**config.mk**
```make
export PLATFORM = sky130hd
export DESIGN_NAME = index_register_file
export DESIGN_NICKNAME = d
export VERILOG_FILES = /design/src/rtl/index_regfile_pkg.sv /design/src/rtl/index_step_alu.sv /design/src/rtl/index_register_file.sv
export SDC_FILE = /design/constraint.sdc
export NUM_CORES = 1
export LEC_CHECK = 0
export CAP_MARGIN = 15
export CORE_MARGIN = 5
export CORE_UTILIZATION = 45
export CTS_BUF_LIST = sky130_fd_sc_hd__clkbuf_4 sky130_fd_sc_hd__clkbuf_8
export CTS_CLUSTER_SIZE = 14
export DETAILED_ROUTE_END_ITERATION = 16
export PLACE_DENSITY = 0.7
export SLEW_MARGIN = 15
export SYNTH_ARGS = -nofsm -noshare
export SYNTH_HDL_FRONTEND = slang
export SYNTH_SLANG_ARGS = --single-unit
```
**constraint.sdc**
```tcl
create_clock -name CLK -period 3.2 [get_ports CLK]
set_clock_uncertainty 0.1 [all_clocks]
set_input_delay 0.8 -clock CLK [delete_from_list [all_inputs] [get_ports CLK]]
set_output_delay 0.8 -clock CLK [all_outputs]
set_load 0.05 [all_outputs]
```
**src/rtl/index_regfile_pkg.sv**
```systemverilog
// ---------------------------------------------------------------------------
// index_regfile_pkg
// Shared constants for the index register file: update opcodes and the
// soft-clear state encoding.
// Revision: 1.0
// ---------------------------------------------------------------------------
`default_nettype none

package index_regfile_pkg;

  // Update-port opcodes
  localparam logic U_OP_INC = 1'b0;
  localparam logic U_OP_DEC = 1'b1;

  // Soft-clear sequencer states
  typedef enum logic [0:0] {
    ST_IDLE     = 1'b0,
    ST_CLEARING = 1'b1
  } clr_state_t;

endpackage

`default_nettype wire

```
**src/rtl/index_step_alu.sv**
```systemverilog
// ---------------------------------------------------------------------------
// index_step_alu
// Combinational WIDTH-bit add/subtract of a constant STEP with carry/borrow
// out and zero detect of the wrapped result.
// Revision: 1.0
// ---------------------------------------------------------------------------
`default_nettype none

module index_step_alu
  import index_regfile_pkg::*;
#(
  parameter int WIDTH = 4,
  parameter int STEP  = 1
) (
  input  logic [WIDTH-1:0] i_val,
  input  logic             i_op,
  output logic [WIDTH-1:0] o_res,
  output logic             o_carry,
  output logic             o_zero
);

  localparam logic [WIDTH:0] c_step = (WIDTH+1)'(STEP);

  logic [WIDTH:0] w_sum;

  // One extra bit captures carry-out on increment and borrow on decrement
  always_comb begin
    w_sum = {1'b0, i_val} + c_step;
    if (i_op == U_OP_DEC) begin
      w_sum = {1'b0, i_val} - c_step;
    end
  end

  assign o_res   = w_sum[WIDTH-1:0];
  assign o_carry = w_sum[WIDTH];
  assign o_zero  = (w_sum[WIDTH-1:0] == '0);

endmodule

`default_nettype wire

```
**src/rtl/index_register_file.sv**
```systemverilog
// ---------------------------------------------------------------------------
// index_register_file
// Index register file: two combinational read ports, one write port, an
// in-place inc/dec update port with ZERO/CARRY flags, and a soft-clear
// sequencer that zeroes one entry per cycle.
// Revision: 1.0
// ---------------------------------------------------------------------------
`default_nettype none

module index_register_file
  import index_regfile_pkg::*;
#(
  parameter int WIDTH  = 4,
  parameter int DEPTH  = 16,
  parameter int STEP   = 1,
  parameter int BYPASS = 0,
  localparam int ADDR_W = $clog2(DEPTH)
) (
  input  logic              CLK,
  input  logic              RST,
  input  logic [ADDR_W-1:0] R_ADDR_A,
  output logic [WIDTH-1:0]  R_DATA_A,
  input  logic [ADDR_W-1:0] R_ADDR_B,
  output logic [WIDTH-1:0]  R_DATA_B,
  input  logic              S,
  input  logic [ADDR_W-1:0] W_ADDR,
  input  logic [WIDTH-1:0]  W_DATA,
  input  logic              U_EN,
  input  logic [ADDR_W-1:0] U_ADDR,
  input  logic              U_OP,
  output logic              U_ZERO,
  output logic              U_CARRY,
  input  logic              CLR,
  output logic              BUSY
);

  localparam logic [ADDR_W-1:0] c_last = ADDR_W'(DEPTH - 1);

  logic [WIDTH-1:0]  r_mem [DEPTH];
  clr_state_t        r_state;
  clr_state_t        w_next_state;
  logic [ADDR_W-1:0] r_clr_cnt;
  logic              r_zero;
  logic              r_carry;

  logic              w_busy;
  logic              w_wr;
  logic              w_upd;
  logic [WIDTH-1:0]  w_alu_res;
  logic              w_alu_carry;
  logic              w_alu_zero;

  index_step_alu #(
    .WIDTH (WIDTH),
    .STEP  (STEP)
  ) u_alu (
    .i_val   (r_mem[U_ADDR]),
    .i_op    (U_OP),
    .o_res   (w_alu_res),
    .o_carry (w_alu_carry),
    .o_zero  (w_alu_zero)
  );

  // Port gating: nothing commits while clearing; a write to the same entry
  // as an update takes priority and the update (and its flags) is dropped.
  assign w_busy = (r_state == ST_CLEARING);
  assign w_wr   = S && !w_busy;
  assign w_upd  = U_EN && !w_busy && !(S && (W_ADDR == U_ADDR));

  // Clear FSM state register
  always_ff @(posedge CLK or posedge RST) begin
    if (RST) begin
      r_state <= ST_IDLE;
    end else begin
      r_state <= w_next_state;
    end
  end

  // Clear FSM next-state: start on CLR, finish after the last entry
  always_comb begin
    w_next_state = r_state;
    case (r_state)
      ST_IDLE:     if (CLR) w_next_state = ST_CLEARING;
      ST_CLEARING: if (r_clr_cnt == c_last) w_next_state = ST_IDLE;
      default:     w_next_state = ST_IDLE;
    endcase
  end

  // Clear counter: restarts at 0 on entry, walks every address while busy
  always_ff @(posedge CLK or posedge RST) begin
    if (RST) begin
      r_clr_cnt <= '0;
    end else if (w_busy) begin
      r_clr_cnt <= r_clr_cnt + 1'b1;
    end else if (CLR) begin
      r_clr_cnt <= '0;
    end
  end

  // Storage array: clear sequencer owns it while busy, else write/update
  always_ff @(posedge CLK or posedge RST) begin
    if (RST) begin
      for (int i = 0; i < DEPTH; i++) begin
        r_mem[i] <= '0;
      end
    end else if (w_busy) begin
      r_mem[r_clr_cnt] <= '0;
    end else begin
      if (w_wr) begin
        r_mem[W_ADDR] <= W_DATA;
      end
      if (w_upd) begin
        r_mem[U_ADDR] <= w_alu_res;
      end
    end
  end

  // Flags track only updates that actually commit
  always_ff @(posedge CLK or posedge RST) begin
    if (RST) begin
      r_zero  <= 1'b0;
      r_carry <= 1'b0;
    end else if (w_upd) begin
      r_zero  <= w_alu_zero;
      r_carry <= w_alu_carry;
    end
  end

  // Write-through is only meaningful when the write will actually commit
  assign R_DATA_A = ((BYPASS != 0) && w_wr && (W_ADDR == R_ADDR_A)) ? W_DATA : r_mem[R_ADDR_A];
  assign R_DATA_B = ((BYPASS != 0) && w_wr && (W_ADDR == R_ADDR_B)) ? W_DATA : r_mem[R_ADDR_B];

  assign U_ZERO  = r_zero;
  assign U_CARRY = r_carry;
  assign BUSY    = w_busy;

endmodule

`default_nettype wire

```
==> metrics.txt <==
outcome=finished, violations left; failing checks=negative setup slack; setup TNS=-3620 ps; family with the most delay on the worst path=multiplexers; FP Rows=42; Hold Startpoint=U_CARRY; initial core utilization=0.461; most common cell after layout, fill and taps aside=nand2_1; Rel. slew slack=0.531; vias per cell=a little over 7; wire length of the first global-routing pass=approximately 35000 um; Async SR Flop Fraction=1.00; Critical Path RT=3370 ps; Slew Limit Fails=0; setup violators final=21; fin nets=roughly 700; Max clock buf depth=2; Worst-Margin Slew=around 700 ps; Core ar.=0.0133 mm2; Worst Reg2Reg Path Length in Cells=8; pin count of the biggest net entering global routing=66; CTS H-tree lvls=3; VDD IR max=0.436 mV; startpoint types=input pin; synthesized net count=603; Ys Warns=0; crit path time final=3430 ps; hold path depth=2; post-route antenna net violation count=0; crit path from=U_ADDR[0]; Power Density=between 700 and 800 mW/mm2; Crit Path Class=in -> reg; DR iter-0 viols=roughly 920; layout cells sized above 1=0.353; Final Instance Area=approximately 0.008 mm2; placed wire-length estimate=about 16000 um; most frequent cells in the layout=83 x nand2_1, 76 x buf_4, 70 x dfrtp_1; final worst slack=-230 ps; Tcrit/Tclk final=1.07; die height=between 100 and 150 um; max-cap violations=0; hold_buf cts=0; CTS tree=built; CP max-delay cell=mux4_2; synthesized area per cell=10.8 um2; # IOs=37; CP bufs+invs=2; number of synthesized flops with an enable pin=0; Die W=around 130 um; diodes inserted=0; critical path endpoint category=register; Routed WL=roughly 22000 um; CP cell instances=buf_12 -> buf_12 -> mux4_2 -> mux4_2 -> ha_4 -> nor2_2 -> mux2i_1 -> o211ai_1 -> or3b_4 -> a221o_1; post-DR wirelength/cell=26.6 um; synth unique cells=42; ys flop type=dfrtp_1; cell leakage power=3.45 nW; GRT Resource Usage Total=0.284; total CTS buffers=9; area of the die=roughly 0.016 mm2; RD Place Congestion=roughly 0.95; # DRC=0; RSZ-0062 raised after global routing=true; FF-to-FF Start=r_mem[10]; reg2reg end=r_mem[35]; clock slew at reported path FFs=90 ps; DR vias=approximately 6000; antenna violations before repair=0; Port-buffer cells=36; Area Overhead vs Synth=28.2%; Achievable Freq=approximately 300 MHz; placed instance area=roughly 0.0074 mm2; final global-route overflow total=0; Arrival @ worst endpoint=between 3000 and 4000 ps; TritonRoute pass-1 iters=6; Seq/Total Area, Yosys=0.289; mapped cell area=approximately 0.0062 mm2; Clock Sinks=71; # fillers=1086; Register-to-Register Setup Slack=-10 ps; synthesized flop and latch total=about 70; Clock Latency Late Sink=a little under 400 ps; Hold Crit Class=reg -> reg; vias in the first global route=a little under 6000; post-route total power=5.61 mW; clk root buf=clkbuf_8; Crit Path Max Fanout=8; Final Hold Fails=0; worst min-delay path endpoint=U_CARRY; synthesized instance count=568; Crit path largest cell delay=about 550 ps
[synth_stat cells (all sizes together) (2+ instances only)]
library cell | instances | area (um2)
a21o | 2 | 15.0
a21oi | 17 | 85.1
a221o | 16 | 160
a22oi | 2 | 25.0
a32o | 16 | 160
and2 | 3 | 18.8
and4bb | 2 | 25.0
buf | 14 | 82.6
clkbuf | 35 | 131
dfrtp | 71 | 1780
ha | 8 | 100
inv | 5 | 18.8
mux2 | 32 | 360
mux2i | 55 | 551
mux4 | 59 | 1330
nand2 | 83 | 312
nand3 | 21 | 105
nor2 | 7 | 26.3
nor2b | 14 | 87.6
nor3 | 16 | 80.1
o2111a | 16 | 180
o2111ai | 16 | 140
o21ai | 36 | 180
o22ai | 2 | 12.5
xnor2 | 5 | 43.8
xor2 | 3 | 26.3
[worst max path at each step]
stage	to	cells past startpoint
floorplan	r_mem[7]	11
global placement	r_mem[63]	10
detailed placement	r_mem[23]	10
CTS	r_mem[39]	10
global route	r_mem[11]	10
finish	r_mem[35]	10
[metal layers]
layer | vias up | track usage | routed length, um
li1 | 2462 | - | -
met1 | 2953 | 0.381 | 8510
met2 | 487 | 0.430 | 10200
met4 | 0 | 0.145 | 1200
met3 | 85 | 0.0702 | 2500
met5 | - | 0 | 0
[stage by stage]
step / util / setup WS (ps) / hold WS, ps / cells
final: 0.591 / -230 / 386 / 845
after global routing: 0.591 / -292 / 424 / 845
after CTS: 0.593 / -157 / 385 / 845
after detailed placement: 0.551 / -1090 / 367 / 815
after global placement: 0.551 / -1040 / 364 / 815
after floorplan: - / -533 / 393 / 568
[sequential cells by signal, indices dropped and copies added (netlist names)]
register   cells
BUSY           1
U_CARRY        1
U_ZERO         1
r_clr_cnt      4
r_mem         64
[worst min-delay path: stages, from the launching register on]
cell	delay, ps
dfrtp_1	350
nand2_1	40
o21ai_0	60
[layout make-up]
cell class | count | area (um2) | share of cell area
tap | 176 | 220 | 0.0279
sequential | 71 | 1780 | 0.225
clock inverter | 3 | 40.0 | 0.00507
multi-input combinational | 445 | 4220 | 0.535
inverter | 5 | 18.8 | 0.00238
timing repair buffer | 132 | 1440 | 0.182
clock buffer | 13 | 173 | 0.0219
[power breakdown]
group	internal [mW]	switching (mW)	total [mW]	leakage (nW)
clock	0.431	0.377	0.808	0.113
combinational	1.46	1.76	3.22	2.37
sequential	1.20	0.391	1.59	0.967
total	3.09	2.53	5.61	3.45
[what timing repair did]
action,CTS,global route
pin swaps,13,1
cloned,8,0
endpoints found under the setup margin,58,39
endpoints found under the hold margin,0,0
resized for setup,58,7
setup buffers,7,1
[cells by family (layout without fill, tap and decap cells)]
group           count (synthesis)  in the layout  share of synthesized area
mux                           146            146                      0.364
simple gates                  153            155                      0.116
compound gates                127            127                      0.162
buf+inv                        54            153                     0.0378
flops                          71             71                      0.289
xor+xnor                        8              8                     0.0114
fa+ha+maj                       9              9                     0.0195
(Power assumes the default switching activity.)
